--- src/rtl/audio_sample_pacer.sv ---
// Paces 16-bit samples from the flash reader to the audio codec at a runtime-adjustable rate.
// Owns the sample-rate divider, speed control, pause, and overrun detection.
module audio_sample_pacer #(
    parameter int unsigned DEFAULT_PERIOD = 2272,
    parameter int unsigned MIN_PERIOD     = 1136,
    parameter int unsigned MAX_PERIOD     = 4544,
    parameter int unsigned STEP           = 64
) (
    input  logic        clk,
    input  logic        rst,
    input  logic [15:0] passdata,
    input  logic        speed_up,
    input  logic        speed_down,
    input  logic        speed_reset,
    input  logic        pause,
    input  logic        audio_ready,
    input  logic        overrun_clr,
    output logic        confirm_reciv,
    output logic [15:0] audio_data,
    output logic        audio_write,
    output logic        overrun,
    output logic [15:0] period,
    output logic        state_dbg
);

    localparam logic [16:0] DEF17  = 17'(DEFAULT_PERIOD);
    localparam logic [16:0] MIN17  = 17'(MIN_PERIOD);
    localparam logic [16:0] MAX17  = 17'(MAX_PERIOD);
    localparam logic [16:0] STEP17 = 17'(STEP);

    typedef enum logic {
        WAIT_TICK = 1'b0,
        WRITE     = 1'b1
    } state_t;

    state_t      state, state_next;
    logic [15:0] cnt;
    logic        tick;
    logic        wrap;
    logic [16:0] p_dec, p_inc, period_next;
    logic [15:0] data_next;
    logic        write_next, confirm_next, overrun_next;

    assign state_dbg = (state == WRITE);

    // Divider: >= so that a shortened period still wraps a counter already past it.
    assign wrap = {1'b0, cnt} >= ({1'b0, period} - 17'd1);

    always_ff @(posedge clk) begin
        if (rst) begin
            cnt  <= 16'd0;
            tick <= 1'b0;
        end else if (pause) begin
            tick <= 1'b0;
        end else if (wrap) begin
            cnt  <= 16'd0;
            tick <= 1'b1;
        end else begin
            cnt  <= cnt + 16'd1;
            tick <= 1'b0;
        end
    end

    // 17-bit arithmetic; bit 16 of p_dec flags a borrow below zero.
    always_comb begin
        p_dec       = {1'b0, period} - STEP17;
        p_inc       = {1'b0, period} + STEP17;
        period_next = {1'b0, period};
        if (speed_reset) begin
            period_next = DEF17;
        end else if (speed_up && speed_down) begin
            period_next = {1'b0, period};
        end else if (speed_up) begin
            period_next = (p_dec[16] || (p_dec < MIN17)) ? MIN17 : p_dec;
        end else if (speed_down) begin
            period_next = (p_inc > MAX17) ? MAX17 : p_inc;
        end
    end

    always_ff @(posedge clk) begin
        if (rst) begin
            period <= DEF17[15:0];
        end else begin
            period <= period_next[15:0];
        end
    end

    // audio_write/audio_ready form a valid/ready pair: a write transfers on any edge
    // where both are high, and audio_write with audio_data stays stable until then.
    always_comb begin
        state_next   = state;
        data_next    = audio_data;
        write_next   = audio_write;
        confirm_next = 1'b0;
        overrun_next = overrun_clr ? 1'b0 : overrun;
        case (state)
            WAIT_TICK: begin
                if (tick) begin
                    data_next    = passdata;
                    confirm_next = 1'b1;
                    write_next   = 1'b1;
                    state_next   = WRITE;
                end
            end
            WRITE: begin
                write_next = 1'b1;
                if (audio_ready) begin
                    write_next = 1'b0;
                    state_next = WAIT_TICK;
                end
                if (tick) begin
                    overrun_next = 1'b1;
                end
            end
            default: state_next = WAIT_TICK;
        endcase
    end

    always_ff @(posedge clk) begin
        if (rst) begin
            state         <= WAIT_TICK;
            audio_data    <= 16'd0;
            audio_write   <= 1'b0;
            confirm_reciv <= 1'b0;
            overrun       <= 1'b0;
        end else begin
            state         <= state_next;
            audio_data    <= data_next;
            audio_write   <= write_next;
            confirm_reciv <= confirm_next;
            overrun       <= overrun_next;
        end
    end

endmodule

--- config.mk ---
export PLATFORM = sky130hd
export DESIGN_NAME = audio_sample_pacer
export DESIGN_NICKNAME = d
export VERILOG_FILES = /design/src/rtl/audio_sample_pacer.sv
export SDC_FILE = /design/constraint.sdc
export NUM_CORES = 1
export LEC_CHECK = 0
export CAP_MARGIN = 0
export CORE_MARGIN = 2
export CORE_UTILIZATION = 52
export DETAILED_ROUTE_END_ITERATION = 10
export GPL_ROUTABILITY_DRIVEN = 0
export GPL_TIMING_DRIVEN = 0
export PLACE_DENSITY = 0.8
export SLEW_MARGIN = 20
export SYNTH_ARGS = -nofsm -noshare
export SYNTH_HDL_FRONTEND = slang
export SYNTH_SLANG_ARGS = --single-unit
export TNS_END_PERCENT = 100
--- constraint.sdc ---
create_clock -name clk -period 3.8 [get_ports clk]
set_input_delay 0.76 -clock clk [delete_from_list [all_inputs] [get_ports clk]]
set_output_delay 0.76 -clock clk [all_outputs]
set_load 0.02 [all_outputs]
; ---- Word level (Yosys, flattened, before mapping)
; Index checks and enable logic that the tools add are counted.
; Widths: inputs -> output; s select.
[word_totals]
ff_bits = 53
elab_cells = 40
[op_classes]
addsub = 4
order_cmp = 3
n_eq_ne = 1
mux = 14
n_bitwise = 2
reduce_logical = 8
[op_table]
columns = cell, n
row1 = $mux 16, 5
row2 = $add 16x7->17 const B, 1
row3 = $ge 16x17->1, 1
row4 = $gt 17x13->1 const B, 1
row5 = $lt 17x11->1 const B, 1
row6 = $sub 16x1->17 const B, 1
row7 = $sub 16x7->17 const B, 1
row8 = $add 16x1->16 const B, 1
row9 = $mux 1, 7
row10 = $reduce_or 2->1, 3
row11 = $pmux 1 s2, 2
row12 = $reduce_and 2->1, 2
row13 = $ne 2x2->1 const B, 1
row14 = $not 1->1, 2
row15 = $reduce_bool 2->1, 1
row16 = $logic_and 1x1->1, 1
row17 = $logic_or 1x1->1, 1

; ---- Logic depth before layout (Yosys ltp)
; Gate-level depths: netlist of the first run.
[depth]
ltp_word = 5
depth_mapped = 15

; ---- Least setup slack after synthesis of the first run
; Ideal clock, no wire load.
[synth_timing]
path_type = reg-to-reg
from = register period[7]
to = register cnt[10]
arrival_ns = 3.246
slack_ns = 0.415
path_stages_with_launch = 15
period_less_slack_ns = 3.385
cell_sequence = dfxtp_1 -> buf_6 -> or3_4 -> nor3_1 -> and3_1 -> nand2_1 -> xor2_1 -> ha_1 -> a22o_1 -> a41oi_1 -> o211ai_1 -> a41oi_1 -> a211oi_2 -> buf_4 -> nor3_2
[synth_via]
elab_chain_cells = 3
[synth_rtl]
columns = item, line
row1 = from (decl), 22  ; output logic [15:0] period,
row2 = from (signal assigned), 82  ; period <= DEF17[15:0];
row3 = from (signal assigned), 84  ; period <= period_next[15:0];
row4 = $sub 16x1->17, 47  ; assign wrap = {1'b0, cnt} >= ({1'b0, period} - 17'd1);
row5 = $ge 16x17->1, 47
row6 = $mux 16, 55  ; end else if (wrap) begin
row7 = to (signal assigned), 59  ; cnt <= cnt + 16'd1;
row8 = to (decl), 37  ; logic [15:0] cnt;
; No other way between the ends.
; A chain may end at the register's enable or synchronous reset.

; ---- Worst setup path after layout of the first run
[layout_timing]
from = register period[7]
to = register cnt[7]
; Same word-level chain as after synthesis.

==> metrics.yaml, run 1 <==
power:
  irDropWorstVdd_v: 0.000129
  comb_power_share: 0.127
  seqPwrFrac: 0.546
  pwr_density_cell_mw_per_mm2: 253
  p_int_mw: 0.704
  switchingPower_mw: 0.256
  switching_share: 0.267
  p_leak_nw: 1.38
  power.share.clock: 0.327
clock_tree:
  cts_tree: "built"
  cts_buffer_depth: 2
  cts_inserted_buffers: 5
  cts_sinks: 49
  root_buffer: "clkbuf_8"
  path_clk_slew_ps: 100
  postCtsHoldBufs: 0
  cts_max_level: 2
  clk_latency_ps: 300
worst_setup_path:
  crit_fanout: 10
  crit_chain: "buf_6 -> or3_4 -> nor3_4 -> and3_1 -> nand2_1 -> xor2_1 -> ha_1 -> a22o_1 -> a41oi_1 -> o211ai_1 -> a41oi_1 -> a211oi_4 -> buf_6 -> nor3_2"
  crit_family: "compound AO/OA/AOI/OAI gates"
  crit_arrival_ps: 3750
  crit_buf_inv: 2
  r2r_cells: 14
  slowest_stage: "a211oi_4"
  rr_endpoint: "cnt[7]"
  reg2reg_setup_slack_ps: 220
  critPathMaxStageDelay_ps: 440
  path_class: "reg -> reg"
  crit_required_ps: 3970
  startpoint_type: "flop"
  reg2reg_from: "period[7]"
  worstSetupEndpointType: "flop"
sta:
  tightest_slew_ps: 666
  finalSetupViolCount: 0
  worst_slack_ps: 219
  holdWs_ps: 457
  finalCritPeriodShare: 0.942
  slew_headroom: 0.556
  hold_violations: 0
  max_freq_mhz: 279
  clock-skew-final_ps: 7.86
  min_period_ps: 3580
  slew_viol_final: 0
floorplanning:
  die_h_um: 80.5
  rows: 27
  die-area_mm2: 0.00648
  io_pins: 60
  core_area_mm2: 0.00557
  start_util: 0.546
  die_w_um: 80.5
global_routing:
  track_usage: 0.237
  grt_pass1_wl_mm: 12.2
  overflow: 0
  first_global_vias: 2673
  grt_max_degree: 17
  antenna_found_initial: 0
logic_synthesis:
  synth_cells: 365
  avgSynthCellArea_um2: 8.34
  synth_edf_count: 0
  yosysSeqAreaShare: 0.322
  yosys_warnings: 0
  synthArstFlopShare: 0
  syn_area_mm2: 0.00304
  ys_ff_latch: 49
  yosysUniqueCellTypes: 62
  synth_flop_cell: "dfxtp_1"
min_path:
  hp-start: "audio_data[4]"
  hold_class: "reg -> reg"
  holdPathEnd: "audio_data[4]"
  hold_path_depth: 2
finish:
  final_cell_mix: "53 x clkdlybuf4s50_1, 50 x nand2_1, 49 x dfxtp_1, 31 x a21oi_1, 19 x ha_1"
  final_core_util: 0.680
  layout-area-overhead-vs-synth_pct: 24.5
  layout-drive-gt1-share: 0.107
  antennaDiodeCount: 0
  final_nets: 471
  final_cell_area_mm2: 0.00379
  stdcell_count: 501
  layout_commonest_cell: "clkdlybuf4s50_1"
flow_run:
  maxCapViolations: 0
route:
  drt_pass1_iterations: 4
  totalWireLength_mm: 7.48
  drc_errors: 0
  viasPerCell: 5.58
  vias: 2797
  wl_per_cell_um: 14.9
  ant_nets: 0
  drt_iter0_markers: 185
status:
  status: "completed"
place:
  place_inst: 493
  io_buffers: 53
  place_ws_ps: -97.6
  hpwl_mm: 5.57
  placed_cell_area_mm2: 0.00368
## worst max-delay path by stage
| stage | startpoint | to | slack, ps | cells after the start |
|---|---|---|---|---|
| after CTS | period[6] | cnt[7] | 5 | 14 |
| after global placement | period[7] | cnt[7] | -140 | 14 |
| after floorplan | period[7] | cnt[10] | 410 | 14 |
| final | period[7] | cnt[7] | 220 | 14 |
| after detailed placement | period[7] | cnt[7] | -100 | 14 |
| after global routing | period[7] | cnt[6] | -8 | 14 |
## power by group through the flow
stage | registers, mW | logic (mW) | clock network (mW)
global placement | 0.536 | 0.117 | 0
finish | 0.524 | 0.122 | 0.314
floorplan | 0.538 | 0.0698 | 0
global route | 0.525 | 0.132 | 0.343
detailed placement | 0.536 | 0.119 | 0
CTS | 0.524 | 0.120 | 0.324
## routing by layer
metal  global-route usage  routed length, um  vias up
met5                    0                  0        -
met4               0.0678                 91        0
met3               0.0326                576       12
met2                0.398               3470       92
met1                0.315               3350     1276
li1                     -                  -     1417
## layout make-up
class | instances | area, um^2
repair buffers | 53 | 531
flip-flops and latches | 49 | 981
clock buffers | 5 | 68.8
clock inverters | 3 | 21.3
multi-input cells | 284 | 1930
plain buffers | 27 | 141
inverters | 8 | 30.0
fillers | 492 | 1780
well taps | 72 | 90.1
## cells in the mapped netlist, types with 7 or more instances
cell type / number / area, um^2
inv_1: 8 / 30.0
nor2_1: 15 / 56.3
xnor2_1: 16 / 140
buf_2: 7 / 35.0
xor2_1: 14 / 123
ha_1: 19 / 238
nand2_1: 50 / 188
a21oi_1: 31 / 155
dfxtp_1: 49 / 981
clkbuf_1: 13 / 48.8
nor3_1: 16 / 80.1
nor3_2: 10 / 100
nand3_1: 13 / 65.1
## flip-flops by register name, indices dropped and copies added, names as in the netlist
signal	cells
confirm_reciv	1
state_dbg	1
overrun	1
audio_write	1
period	12
tick	1
audio_data	16
cnt	16
## per-stage QoR
stage	power [mW]	TNS, ps
detailed placement	0.655	-924
CTS	0.968	0
global route	0.999	-12.6
global placement	0.652	-1410
floorplan	0.608	0
finish	0.960	0
## cells by family after synthesis
family	count (synthesis)	share of synthesized area
multiplexers	1	0.00370
AND/OR/NAND/NOR	148	0.268
XOR/XNOR	30	0.0863
AO/OA/AOI/OAI	82	0.185
buffers and inverters	35	0.0547
other	1	0.00123
adder cells (fa/ha/maj)	19	0.0781
flip-flops	49	0.322
## worst register-to-register path, cell delays in order, from the launching register on
cell	delay, ps
dfxtp_1	360
buf_6	150
or3_4	410
nor3_4	240
and3_1	270
nand2_1	80
xor2_1	160
ha_1	300
a22o_1	150
a41oi_1	150
o211ai_1	190
a41oi_1	240
a211oi_4	440
buf_6	230
nor3_2	60
## repair_timing
action,4_1_cts,5_1_grt
buffers inserted,0,0
gates resized for setup,1,5
pin swaps,0,1
setup endpoints to repair,10,10
cloned,0,0
Note: power is estimated with default switching activity, not from simulation.
==> run 2: changes to the inputs <==
Settings changed: CORE_UTILIZATION 52 to 25, PLACE_DENSITY 0.8 to unset.
==> metrics.yaml, run 2 (synthesized netlist as in run 1, its figures left out) <==
clock_tree:
  clk_latency_ps: 290  # about the same
  postCtsHoldBufs: 0  # unchanged
  cts_inserted_buffers: 5  # unchanged
  cts_tree: "built"
  cts_max_level: 2  # unchanged
  cts_sinks: 49  # unchanged
  root_buffer: "clkbuf_16"
  path_clk_slew_ps: 70  # -30 ps
  cts_buffer_depth: 2  # unchanged
finish:
  layout_commonest_cell: "clkdlybuf4s50_1"
  largestRegisters: "audio_data x16, cnt x16, period x12"
  layout-drive-gt1-share: 0.107  # -0.000249
  final_cell_area_mm2: 0.00397  # +4.6%
  layout-area-overhead-vs-synth_pct: 30.3
  final_nets: 472  # +0.21%
  final_cell_mix: "53 x clkdlybuf4s50_1, 50 x nand2_1, 49 x dfxtp_1, 31 x a21oi_1, 19 x ha_1"
  antennaDiodeCount: 0  # unchanged
sta:
  min_period_ps: 3530  # -55.1 ps
  holdWs_ps: 454  # -3.39 ps
  finalCritPeriodShare: 0.928  # -0.0145
  tightest_slew_ps: 652  # -13.7 ps
  slew_viol_final: 0  # unchanged
  max_freq_mhz: 284  # +1.6%
  worst_slack_ps: 274  # +55.1 ps
  grt_setup_unrepaired: "false"
  clock-skew-final_ps: 6.68  # -1.18 ps
  fin_tns_setup_ps: 0  # unchanged
  hold_violations: 0  # unchanged
  slew_headroom: 0.565  # +0.00915
  finalSetupViolCount: 0  # unchanged
global_routing:
  track_usage: 0.123  # -0.113
  grt_pass1_wl_mm: 13.1  # +6.8%
  antenna_found_initial: 0  # unchanged
  first_global_vias: 2709  # +1.3%
  overflow: 0  # unchanged
  grt_max_degree: 16  # -1
floorplanning:
  core_area_mm2: 0.0120  # +110%
  die_w_um: 114  # +42%
  start_util: 0.254  # -0.292
  die-area_mm2: 0.0131  # +100%
  io_pins: 60  # unchanged
  die_h_um: 114  # +42%
  rows: 40  # +48%
route:
  drc_errors: 0  # unchanged
  drt_pass1_iterations: 4  # unchanged
  viasPerCell: 4.86  # -13%
  drt_iter0_markers: 121  # -35%
  vias: 2803  # +0.21%
  wl_per_cell_um: 13.6  # -8.9%
  ant_nets: 0  # unchanged
  totalWireLength_mm: 7.85  # +4.9%
power:
  pwr_density_cell_mw_per_mm2: 292  # +15%
  irDropWorstVdd_v: 0.000182  # +41%
  p_leak_nw: 1.42  # +3.0%
worst_setup_path:
  crit_required_ps: 3950  # -20 ps
  slowest_stage: "or3_4"
  cp_common_cell: "a41oi_1"
  crit_chain: "buf_6 -> or3_4 -> nor3_4 -> and3_1 -> nand2_1 -> xor2_1 -> ha_1 -> a22o_1 -> a41oi_1 -> o211ai_1 -> a41oi_1 -> a211oi_4 -> buf_4 -> nor3_2"
  startpoint_type: "flop"
  critPathMaxStageDelay_ps: 420  # -20 ps
  worstSetupEndpointType: "flop"
  crit_arrival_ps: 3680  # -70 ps
  path_class: "reg -> reg"
  crit_family: "simple AND/OR/NAND/NOR gates"
  crit_fanout: 10  # unchanged
  crit_buf_inv: 2  # unchanged
place:
  hpwl_mm: 5.92  # +6.2%
  placed_cell_area_mm2: 0.00377  # +2.6%
  place_ws_ps: -264  # -166 ps
  io_buffers: 53  # unchanged
flow_run:
  maxCapViolations: 0  # unchanged
status:
  status: "completed"
min_path:
  hold_class: "reg -> reg"
-- run 2: where the power goes --
group | internal, mW | switching, mW | total [mW]
sequential | 0.518 | 0.00595 | 0.524
clock | 0.312 | 0.202 | 0.514
combinational | 0.0554 | 0.0658 | 0.121
-- run 2: final cells by class --
class,count,area [um^2]
repair buffers,54,538
inverters,8,30.0
multi-input cells,284,1930
fillers,1262,8000
flip-flops and latches,49,981
clock buffers,6,129
clock inverters,2,38.8
plain buffers,27,138
well taps,147,184
-- run 2: through the flow --
| stage | utilization | power (mW) | cells |
|---|---|---|---|
| floorplan | - | 0.608 | 368 |
| global placement | 0.315 | 0.653 | 568 |
| detailed placement | 0.315 | 0.655 | 568 |
| CTS | 0.330 | 1.18 | 576 |
| global route | 0.331 | 1.21 | 577 |
| finish | 0.331 | 1.16 | 577 |
-- run 2: tightest hold or removal path, stage by stage, from the launching register on --
cell     delay (ps)
dfxtp_1         310
nand2_1          50
a21oi_1          50
-- run 2: per-layer routing --
layer	track usage	vias up	part of all wire	wire, um
met5	0	-	0	0
met4	0.0382	0	0.012	97
met3	0.0307	13	0.070	548
met2	0.199	109	0.44	3460
met1	0.162	1258	0.48	3750
li1	-	1423	-	-
-- run 2: what timing repair did --
action / CTS / global route
endpoints found under the hold margin: 0 / 0
pin swaps: 1 / 1
gates resized for setup: 2 / 3
setup endpoints to repair: 10 / 11
setup buffers: 0 / 1
-- run 2: worst paths after layout --
| path | slack (ps) | startpoint | depth (start not counted) | to |
|---|---|---|---|---|
| worst max-delay path | 270 | period[7] | 14 | cnt[13] |
| worst min-delay path | 450 | audio_data[11] | 2 | audio_data[11] |
| worst max register to register | 270 | period[7] | 14 | cnt[13] |
| worst min register to register | 450 | audio_data[11] | 2 | audio_data[11] |
==> run 3: changes to the inputs <==
Settings changed: CTS_CLUSTER_DIAMETER set to 80.
==> results of run 3 <==
No change in the layout: final DEF, timing and power equal those of run 2.
